==> config.mk <==
export PLATFORM = sky130hd
export DESIGN_NAME = aoc_line_parser
export DESIGN_NICKNAME = d
export VERILOG_FILES = /design/src/rtl/aoc_parse_pkg.sv /design/src/rtl/aoc_line_parser_dec_accum.sv /design/src/rtl/aoc_line_parser.sv
export SDC_FILE = /design/constraint.sdc
export NUM_CORES = 1
export LEC_CHECK = 0
export BUFFER_PORTS_ARGS = -buffer_cell sky130_fd_sc_hd__buf_4
export CAP_MARGIN = 20
export CORE_MARGIN = 2
export CORE_UTILIZATION = 30
export DETAILED_ROUTE_END_ITERATION = 7
export GPL_TIMING_DRIVEN = 0
export PLACE_DENSITY_LB_ADDON = 0.12
export SYNTH_ARGS = -nofsm -noshare
export SYNTH_HDL_FRONTEND = slang
export SYNTH_HIERARCHICAL = 1
export SYNTH_SLANG_ARGS = --single-unit
==> constraint.sdc <==
create_clock -name clk -period 3 [get_ports clk]
set_input_delay 0.6 -clock clk [delete_from_list [all_inputs] [get_ports clk]]
set_output_delay 0.6 -clock clk [all_outputs]
set_load 0.1 [all_outputs]
==> src/rtl/aoc_parse_pkg.sv <==
`default_nettype none
// ============================================================================
// Module      : aoc_parse_pkg
// Description : Shared constants for the AoC line parser. Holds the ASCII
//               characters the parser recognises, the 2-bit parser state
//               encoding, the default datapath widths and two small helpers
//               for classifying and decoding decimal digit bytes.
// Ports       : none (package)
// Revision    : 1.0 - initial release
// ============================================================================
package aoc_parse_pkg;

  // Default widths, used as parameter defaults by the parser blocks
  localparam int DEF_WIDTH_DOUT    = 128;
  localparam int DEF_WIDTH_COMPUTE = 32;
  localparam int DEF_MAX_DIGITS    = 9;

  // ASCII characters of interest
  localparam logic [7:0] CH_L  = 8'h4C;
  localparam logic [7:0] CH_R  = 8'h52;
  localparam logic [7:0] CH_LF = 8'h0A;
  localparam logic [7:0] CH_CR = 8'h0D;
  localparam logic [7:0] CH_SP = 8'h20;
  localparam logic [7:0] CH_0  = 8'h30;
  localparam logic [7:0] CH_9  = 8'h39;

  // Parser state encoding
  localparam logic [1:0] S_IDLE = 2'd0;
  localparam logic [1:0] S_NUM  = 2'd1;
  localparam logic [1:0] S_SKIP = 2'd2;

  // True when the byte is an ASCII decimal digit
  function automatic logic is_digit(input logic [7:0] b);
    return (b >= CH_0) && (b <= CH_9);
  endfunction

  // Numeric value of a digit byte; only meaningful when is_digit(b) holds
  function automatic logic [3:0] digit_val(input logic [7:0] b);
    logic [7:0] diff;
    diff = b - CH_0;
    return diff[3:0];
  endfunction

endpackage
`default_nettype wire

==> src/rtl/aoc_line_parser_dec_accum.sv <==
`default_nettype none
// ============================================================================
// Module      : dec_accum
// Description : Decimal accumulator for the line parser. Builds an unsigned
//               value from a stream of decimal digits (most significant
//               first) and counts how many digits were taken.
// Ports       : clk          - system clock, rising edge
//               rst          - asynchronous active-low reset
//               clear        - zero the value and digit count
//               digit_strobe - accept 'digit' this cycle
//               digit        - digit value 0..9
//               acc          - accumulated unsigned value
//               full         - MAX_DIGITS digits already taken
//               has_digit    - at least one digit taken since clear
// Revision    : 1.0 - initial release
// ============================================================================
module dec_accum
  import aoc_parse_pkg::*;
#(
  parameter int WIDTH_COMPUTE = DEF_WIDTH_COMPUTE,
  parameter int MAX_DIGITS    = DEF_MAX_DIGITS
) (
  input  logic                     clk,
  input  logic                     rst,
  input  logic                     clear,
  input  logic                     digit_strobe,
  input  logic [3:0]               digit,
  output logic [WIDTH_COMPUTE-1:0] acc,
  output logic                     full,
  output logic                     has_digit
);

  localparam int CNT_W = $clog2(MAX_DIGITS + 1);

  logic [CNT_W-1:0]         r_digit_cnt;
  logic [WIDTH_COMPUTE-1:0] r_acc;
  logic [WIDTH_COMPUTE-1:0] w_acc_next;

  // acc*10 + digit, with the multiply expressed as (acc<<3) + (acc<<1)
  assign w_acc_next = (r_acc << 3) + (r_acc << 1) + WIDTH_COMPUTE'(digit);

  assign full      = (r_digit_cnt == CNT_W'(MAX_DIGITS));
  assign has_digit = (r_digit_cnt != '0);
  assign acc       = r_acc;

  always_ff @(posedge clk or negedge rst) begin
    if (!rst) begin
      r_acc       <= '0;
      r_digit_cnt <= '0;
    end else if (clear) begin
      r_acc       <= '0;
      r_digit_cnt <= '0;
    end else if (digit_strobe && !full) begin
      // The full guard keeps the count from wrapping even if the caller
      // strobes a digit it should have rejected.
      r_acc       <= w_acc_next;
      r_digit_cnt <= r_digit_cnt + CNT_W'(1);
    end
  end

endmodule
`default_nettype wire

==> src/rtl/aoc_line_parser.sv <==
`default_nettype none
// ============================================================================
// Module      : aoc_line_parser
// Description : Converts a UART ASCII byte stream of lines like "L68\n" or
//               "R48\r\n" into one signed rotation delta per line, sign-
//               extended to the coprocessor input width, with a one-cycle
//               valid pulse. Malformed lines raise a sticky error and are
//               skipped up to the next LF.
// Ports       : clk        - system clock, rising edge
//               rst        - asynchronous active-low reset
//               rx_data    - received ASCII byte
//               rx_valid   - rx_data carries a byte this cycle
//               dout       - signed delta, sign-extended, held between lines
//               dout_valid - one-cycle pulse marking a new dout
//               err        - sticky malformed-line flag
//               err_clear  - synchronous clear for err (a new error wins)
//               line_count - number of deltas emitted, wraps mod 2^32
//               busy       - parser is inside a line
// Revision    : 1.0 - initial release
// ============================================================================
module aoc_line_parser
  import aoc_parse_pkg::*;
#(
  parameter int WIDTH_DOUT    = DEF_WIDTH_DOUT,
  parameter int WIDTH_COMPUTE = DEF_WIDTH_COMPUTE,
  parameter int MAX_DIGITS    = DEF_MAX_DIGITS
) (
  input  logic                  clk,
  input  logic                  rst,
  input  logic [7:0]            rx_data,
  input  logic                  rx_valid,
  output logic [WIDTH_DOUT-1:0] dout,
  output logic                  dout_valid,
  output logic                  err,
  input  logic                  err_clear,
  output logic [31:0]           line_count,
  output logic                  busy
);

  // --------------------------------------------------------------------------
  // Registers
  // --------------------------------------------------------------------------
  logic [1:0]            r_state;
  logic                  r_dir;        // 1 = negative ('L')
  logic [WIDTH_DOUT-1:0] r_dout;
  logic                  r_dout_valid;
  logic                  r_err;
  logic [31:0]           r_line_count;

  // --------------------------------------------------------------------------
  // Next-state decode
  // --------------------------------------------------------------------------
  logic [1:0] w_next_state;
  logic       w_next_dir;
  logic       w_clear_acc;
  logic       w_digit_strobe;
  logic       w_set_err;
  logic       w_emit;

  // Byte classification
  logic       w_is_digit;
  logic [3:0] w_digit;

  // Accumulator interface
  logic [WIDTH_COMPUTE-1:0] w_acc;
  logic                     w_full;
  logic                     w_has_digit;

  // Signed result
  logic [WIDTH_COMPUTE-1:0] w_delta;
  logic [WIDTH_DOUT-1:0]    w_delta_ext;

  assign w_is_digit = is_digit(rx_data);
  assign w_digit    = digit_val(rx_data);

  always_comb begin
    w_next_state   = r_state;
    w_next_dir     = r_dir;
    w_clear_acc    = 1'b0;
    w_digit_strobe = 1'b0;
    w_set_err      = 1'b0;
    w_emit         = 1'b0;

    if (rx_valid) begin
      case (r_state)
        S_IDLE: begin
          if (rx_data == CH_L || rx_data == CH_R) begin
            w_next_dir   = (rx_data == CH_L);
            w_clear_acc  = 1'b1;
            w_next_state = S_NUM;
          end else if (rx_data == CH_CR || rx_data == CH_LF || rx_data == CH_SP) begin
            // Whitespace and blank lines between commands are legal
            w_next_state = S_IDLE;
          end else begin
            w_set_err    = 1'b1;
            w_next_state = S_SKIP;
          end
        end

        S_NUM: begin
          if (w_is_digit) begin
            if (w_full) begin
              // Too many digits: the value could overflow, so drop the line
              w_set_err    = 1'b1;
              w_next_state = S_SKIP;
            end else begin
              w_digit_strobe = 1'b1;
            end
          end else if (rx_data == CH_CR) begin
            w_next_state = S_NUM;
          end else if (rx_data == CH_LF) begin
            if (w_has_digit) begin
              w_emit = 1'b1;
            end else begin
              // Direction letter with no magnitude; LF already ends the line
              w_set_err = 1'b1;
            end
            w_next_state = S_IDLE;
          end else begin
            w_set_err    = 1'b1;
            w_next_state = S_SKIP;
          end
        end

        S_SKIP: begin
          if (rx_data == CH_LF) begin
            w_next_state = S_IDLE;
          end
        end

        default: begin
          w_next_state = S_IDLE;
        end
      endcase
    end
  end

  // --------------------------------------------------------------------------
  // Decimal accumulator
  // --------------------------------------------------------------------------
  dec_accum #(
    .WIDTH_COMPUTE (WIDTH_COMPUTE),
    .MAX_DIGITS    (MAX_DIGITS)
  ) u_dec_accum (
    .clk          (clk),
    .rst          (rst),
    .clear        (w_clear_acc),
    .digit_strobe (w_digit_strobe),
    .digit        (w_digit),
    .acc          (w_acc),
    .full         (w_full),
    .has_digit    (w_has_digit)
  );

  // --------------------------------------------------------------------------
  // Sign application. Negating zero yields zero, so "L0" emits plain 0.
  // --------------------------------------------------------------------------
  assign w_delta     = r_dir ? (~w_acc + WIDTH_COMPUTE'(1)) : w_acc;
  assign w_delta_ext = WIDTH_DOUT'($signed(w_delta));

  // --------------------------------------------------------------------------
  // State and output registers
  // --------------------------------------------------------------------------
  always_ff @(posedge clk or negedge rst) begin
    if (!rst) begin
      r_state      <= S_IDLE;
      r_dir        <= 1'b0;
      r_dout       <= '0;
      r_dout_valid <= 1'b0;
      r_err        <= 1'b0;
      r_line_count <= '0;
    end else begin
      r_state      <= w_next_state;
      r_dir        <= w_next_dir;
      r_dout_valid <= w_emit;

      if (w_emit) begin
        r_dout       <= w_delta_ext;
        r_line_count <= r_line_count + 32'd1;
      end

      // A new error in the same cycle as err_clear keeps the flag set
      if (w_set_err) begin
        r_err <= 1'b1;
      end else if (err_clear) begin
        r_err <= 1'b0;
      end
    end
  end

  assign dout       = r_dout;
  assign dout_valid = r_dout_valid;
  assign err        = r_err;
  assign line_count = r_line_count;
  assign busy       = (r_state != S_IDLE);

endmodule
`default_nettype wire
==> results.yml <==
final_layout:
  nets: 1183
  antenna_cells: 0
  multi_input_area_sq_mm: 0.00448
  layout.cells.non_filler: 1446
  layout-drive-gt1-share_pct: 30.8
  syn_to_final_growth_pct: 27.4
  layout.area.seq_sq_mm: 0.00264
  final_area_sq_mm: 0.0102
  num-fill-cells: 2695
  fin_util_pct: 39.0
logic_synthesis:
  ys_ff_latch: 105
  syn_area_sq_mm: 0.00800
  post_synth.cell_area_avg_sq_um: 8.75
  ys_top_cells_by_area: "dfrtp_1, ha_1, buf_4"
  synthCells: 915
  synth-edff-count: 0
  synthArstFlopShare_pct: 100
  synth_top_area_share_pct: 32.8
  synth_cell_type_count: 69
  synth-warning-count: 6
  synth_area_leader_cell: "dfrtp_1"
  synth_fp_nets: 992
  ys.flop_type: "dfrtp_1"
  synth_seq_area_share_pct: 32.8
drt:
  wl_met3_um: 1380
  route.top_layer_used: "met4"
  via_count: 6906
  drt_pass1_iterations: 7
  drc: 30
  first_iter_violations: 429
  finalWirelength_um: 22600
  drt.antenna.violating_nets: 0
  met2WireLength_um: 10600
  wl_per_cell_um: 15.7
  viasPerCell: 4.78
  met1_length_um: 10300
setup_path:
  crit_fanout: 5
  path_class: "reg -> reg"
  cp-start-kind: "flop"
  end_kind: "flop"
  crit_start: "u_dec_accum/acc[1]"
  arrival_ps: 3130
  crit_required_ps: 3250
  worstReg2RegStart: "u_dec_accum/acc[1]"
floorplan:
  fp.dieW_um: 167
  io-pin-count: 175
  core_sq_mm: 0.0261
  initial_utilization_pct: 30.6
  floorplan.rows: 59
  die_y_um: 167
  die_area_sq_mm: 0.0280
grt:
  grt_usage_pct: 16.2
  grt_max_degree: 95
  grt_pass1_vias: 6520
  antenna_found_initial: 0
  grt_pass1_wl_um: 36600
  grt_overflow: 0
clocking:
  cts-root-buf: "clkbuf_16"
  numCtsBuffers: 9
  cts_tree: "done"
  hold_buffers: 0
  cts_sinks: 105
  clock_latency_ps: 360
  clockBufferDepth: 2
  clk_pin_slew_ps: 90
  h-tree-depth: 3
sta:
  max_freq_mhz: 347
  layout_setup_ws_ps: 118
  rsz0062_at_grt: "true"
  hold_violations: 0
  period_share_pct: 96.1
  worst_pin_slew_ps: 672
  relSlewSlack_pct: 55.2
  min_period_ps: 2880
  final.setup_skew_ps: 20.2
  slew_viol_final: 0
  setup_violations: 0
placement:
  gp_congestion: 0.812
  place.detailed.hpwl_um: 18200
  port_buffers: 174
  place_ws_ps: -443
  placed_area_sq_mm: 0.00978
  place_inst: 1426
run_status:
  status: "finished with violations"
  violations: "design-rule violations"
power_and_ir_drop:
  leakage_nw: 5.21
  total_power_mw: 2.77
  vdd.ir_drop.worst_v: 0.000221
  powerDensity_mw_per_mm2: 272
flow_run:
  drv_cap: 0
hold_path:
  hold_path.class: "in -> async"
-- layout by cell type (no fill, tap or decap), drive strengths merged, types with 6 or more instances in the layout --
master | synthesis | layout
clkbuf | 31 | 40
or4 | 7 | 7
nor3 | 15 | 15
ha | 63 | 63
a21o | 11 | 11
buf | 102 | 282
o41ai | 14 | 14
nand4 | 18 | 18
a21oi | 49 | 49
nand2 | 122 | 122
o21ai | 77 | 77
and4 | 6 | 6
xor2 | 53 | 53
dfrtp | 105 | 105
nor2 | 40 | 40
inv | 25 | 30
o21bai | 6 | 6
and2 | 8 | 8
nor4 | 13 | 13
xnor2 | 32 | 32
and3 | 8 | 8
nand3 | 23 | 23
nand2b | 6 | 6
nand3b | 7 | 7
o31ai | 11 | 11
or3 | 7 | 7
-- what timing repair did --
action | CTS | global route
setup buffers | 2 | 2
gates cloned | 0 | 0
endpoints found under the setup margin | 12 | 17
resized for setup | 3 | 27
pin swaps | 1 | 8
-- through the flow --
step / TNS, ps / hold slack, ps
after detailed placement: -5350 / 427
after floorplan: 0 / 304
after CTS: 0 / 33.0
after global placement: -5640 / 467
final: 0 / 45.9
after global routing: -20.0 / 44.3
-- synth_stat cells (6+ instances only) --
library cell  count
o21ai_0          61
nor3_1           15
xor2_1           53
o21bai_1          6
a21o_1           11
o41ai_1           8
and4_1            6
nand3_1          23
nand3b_1          7
and3_1            8
xnor2_1          32
nor4_1           12
buf_4            96
and2_1            7
o31ai_1          11
o41ai_2           6
nand2_1         121
dfrtp_1         105
o21ai_1          16
nor2_1           40
nand2b_1          6
a21oi_1          49
clkbuf_1         31
inv_1            25
nand4_1          18
ha_1             63
-- path summary, 6_finish.rpt --
kind	end	slack (ps)	depth (start not counted)
max	u_dec_accum/acc[26]	120	10
min	u_dec_accum/r_digit_cnt[2]	50	1
max reg2reg	u_dec_accum/acc[26]	120	10
min reg2reg	line_count[31]	480	1
max in group asynchronous	line_count[16]	2200	2
min in group clk	line_count[31]	480	1
-- power breakdown --
| part | internal, mW | total, mW | switching [mW] |
|---|---|---|---|
| logic | 0.0356 | 0.133 | 0.0974 |
| clock network | 0.600 | 1.21 | 0.612 |
| registers | 1.42 | 1.43 | 0.00663 |
-- worst max-delay path, stage by stage, from the launching register on --
cell	delay, ps
dfrtp_2	450
ha_1	280
ha_1	250
fa_2	430
a21oi_2	160
nand4b_1	230
a21oi_4	100
o21bai_1	200
a21oi_1	100
or3_1	320
a32o_1	250
-- routing by layer --
metal | up-vias | GRT usage, %
met5 | - | 0
met4 | 0 | 4.73
met3 | 16 | 3.07
met2 | 176 | 27.3
met1 | 3199 | 21.1
li1 | 3515 | -
-- kinds of logic after synthesis --
group | synth area share [%]
muxes | 0.375
DFF | 32.8
and+or+nand+nor | 19.2
xor gates and xnor gates | 9.30
AOI/OAI and AO/OA | 15.9
buffers and inverters | 12.1
adders and majority gates | 10.3
-- flip-flops by register name (all words and copies together), names as in the netlist --
name and cells:
line_count 32, err 1, u_dec_accum/r_digit_cnt 4, dout 32
u_dec_accum/acc 32, r_dir 1, dout_valid 1, r_state 2
-- cell type report --
cell class              count  share of cell area (%)
inverters                  25                   0.920
flip-flops and latches    105                    25.9
clock inverters             7                   0.773
multi-input cells         652                    44.0
well taps                 335                    4.11
plain buffers             133                    8.56
repair buffers            180                    13.6
clock buffers               9                    2.21
Note: power is estimated with default switching activity, not from simulation.
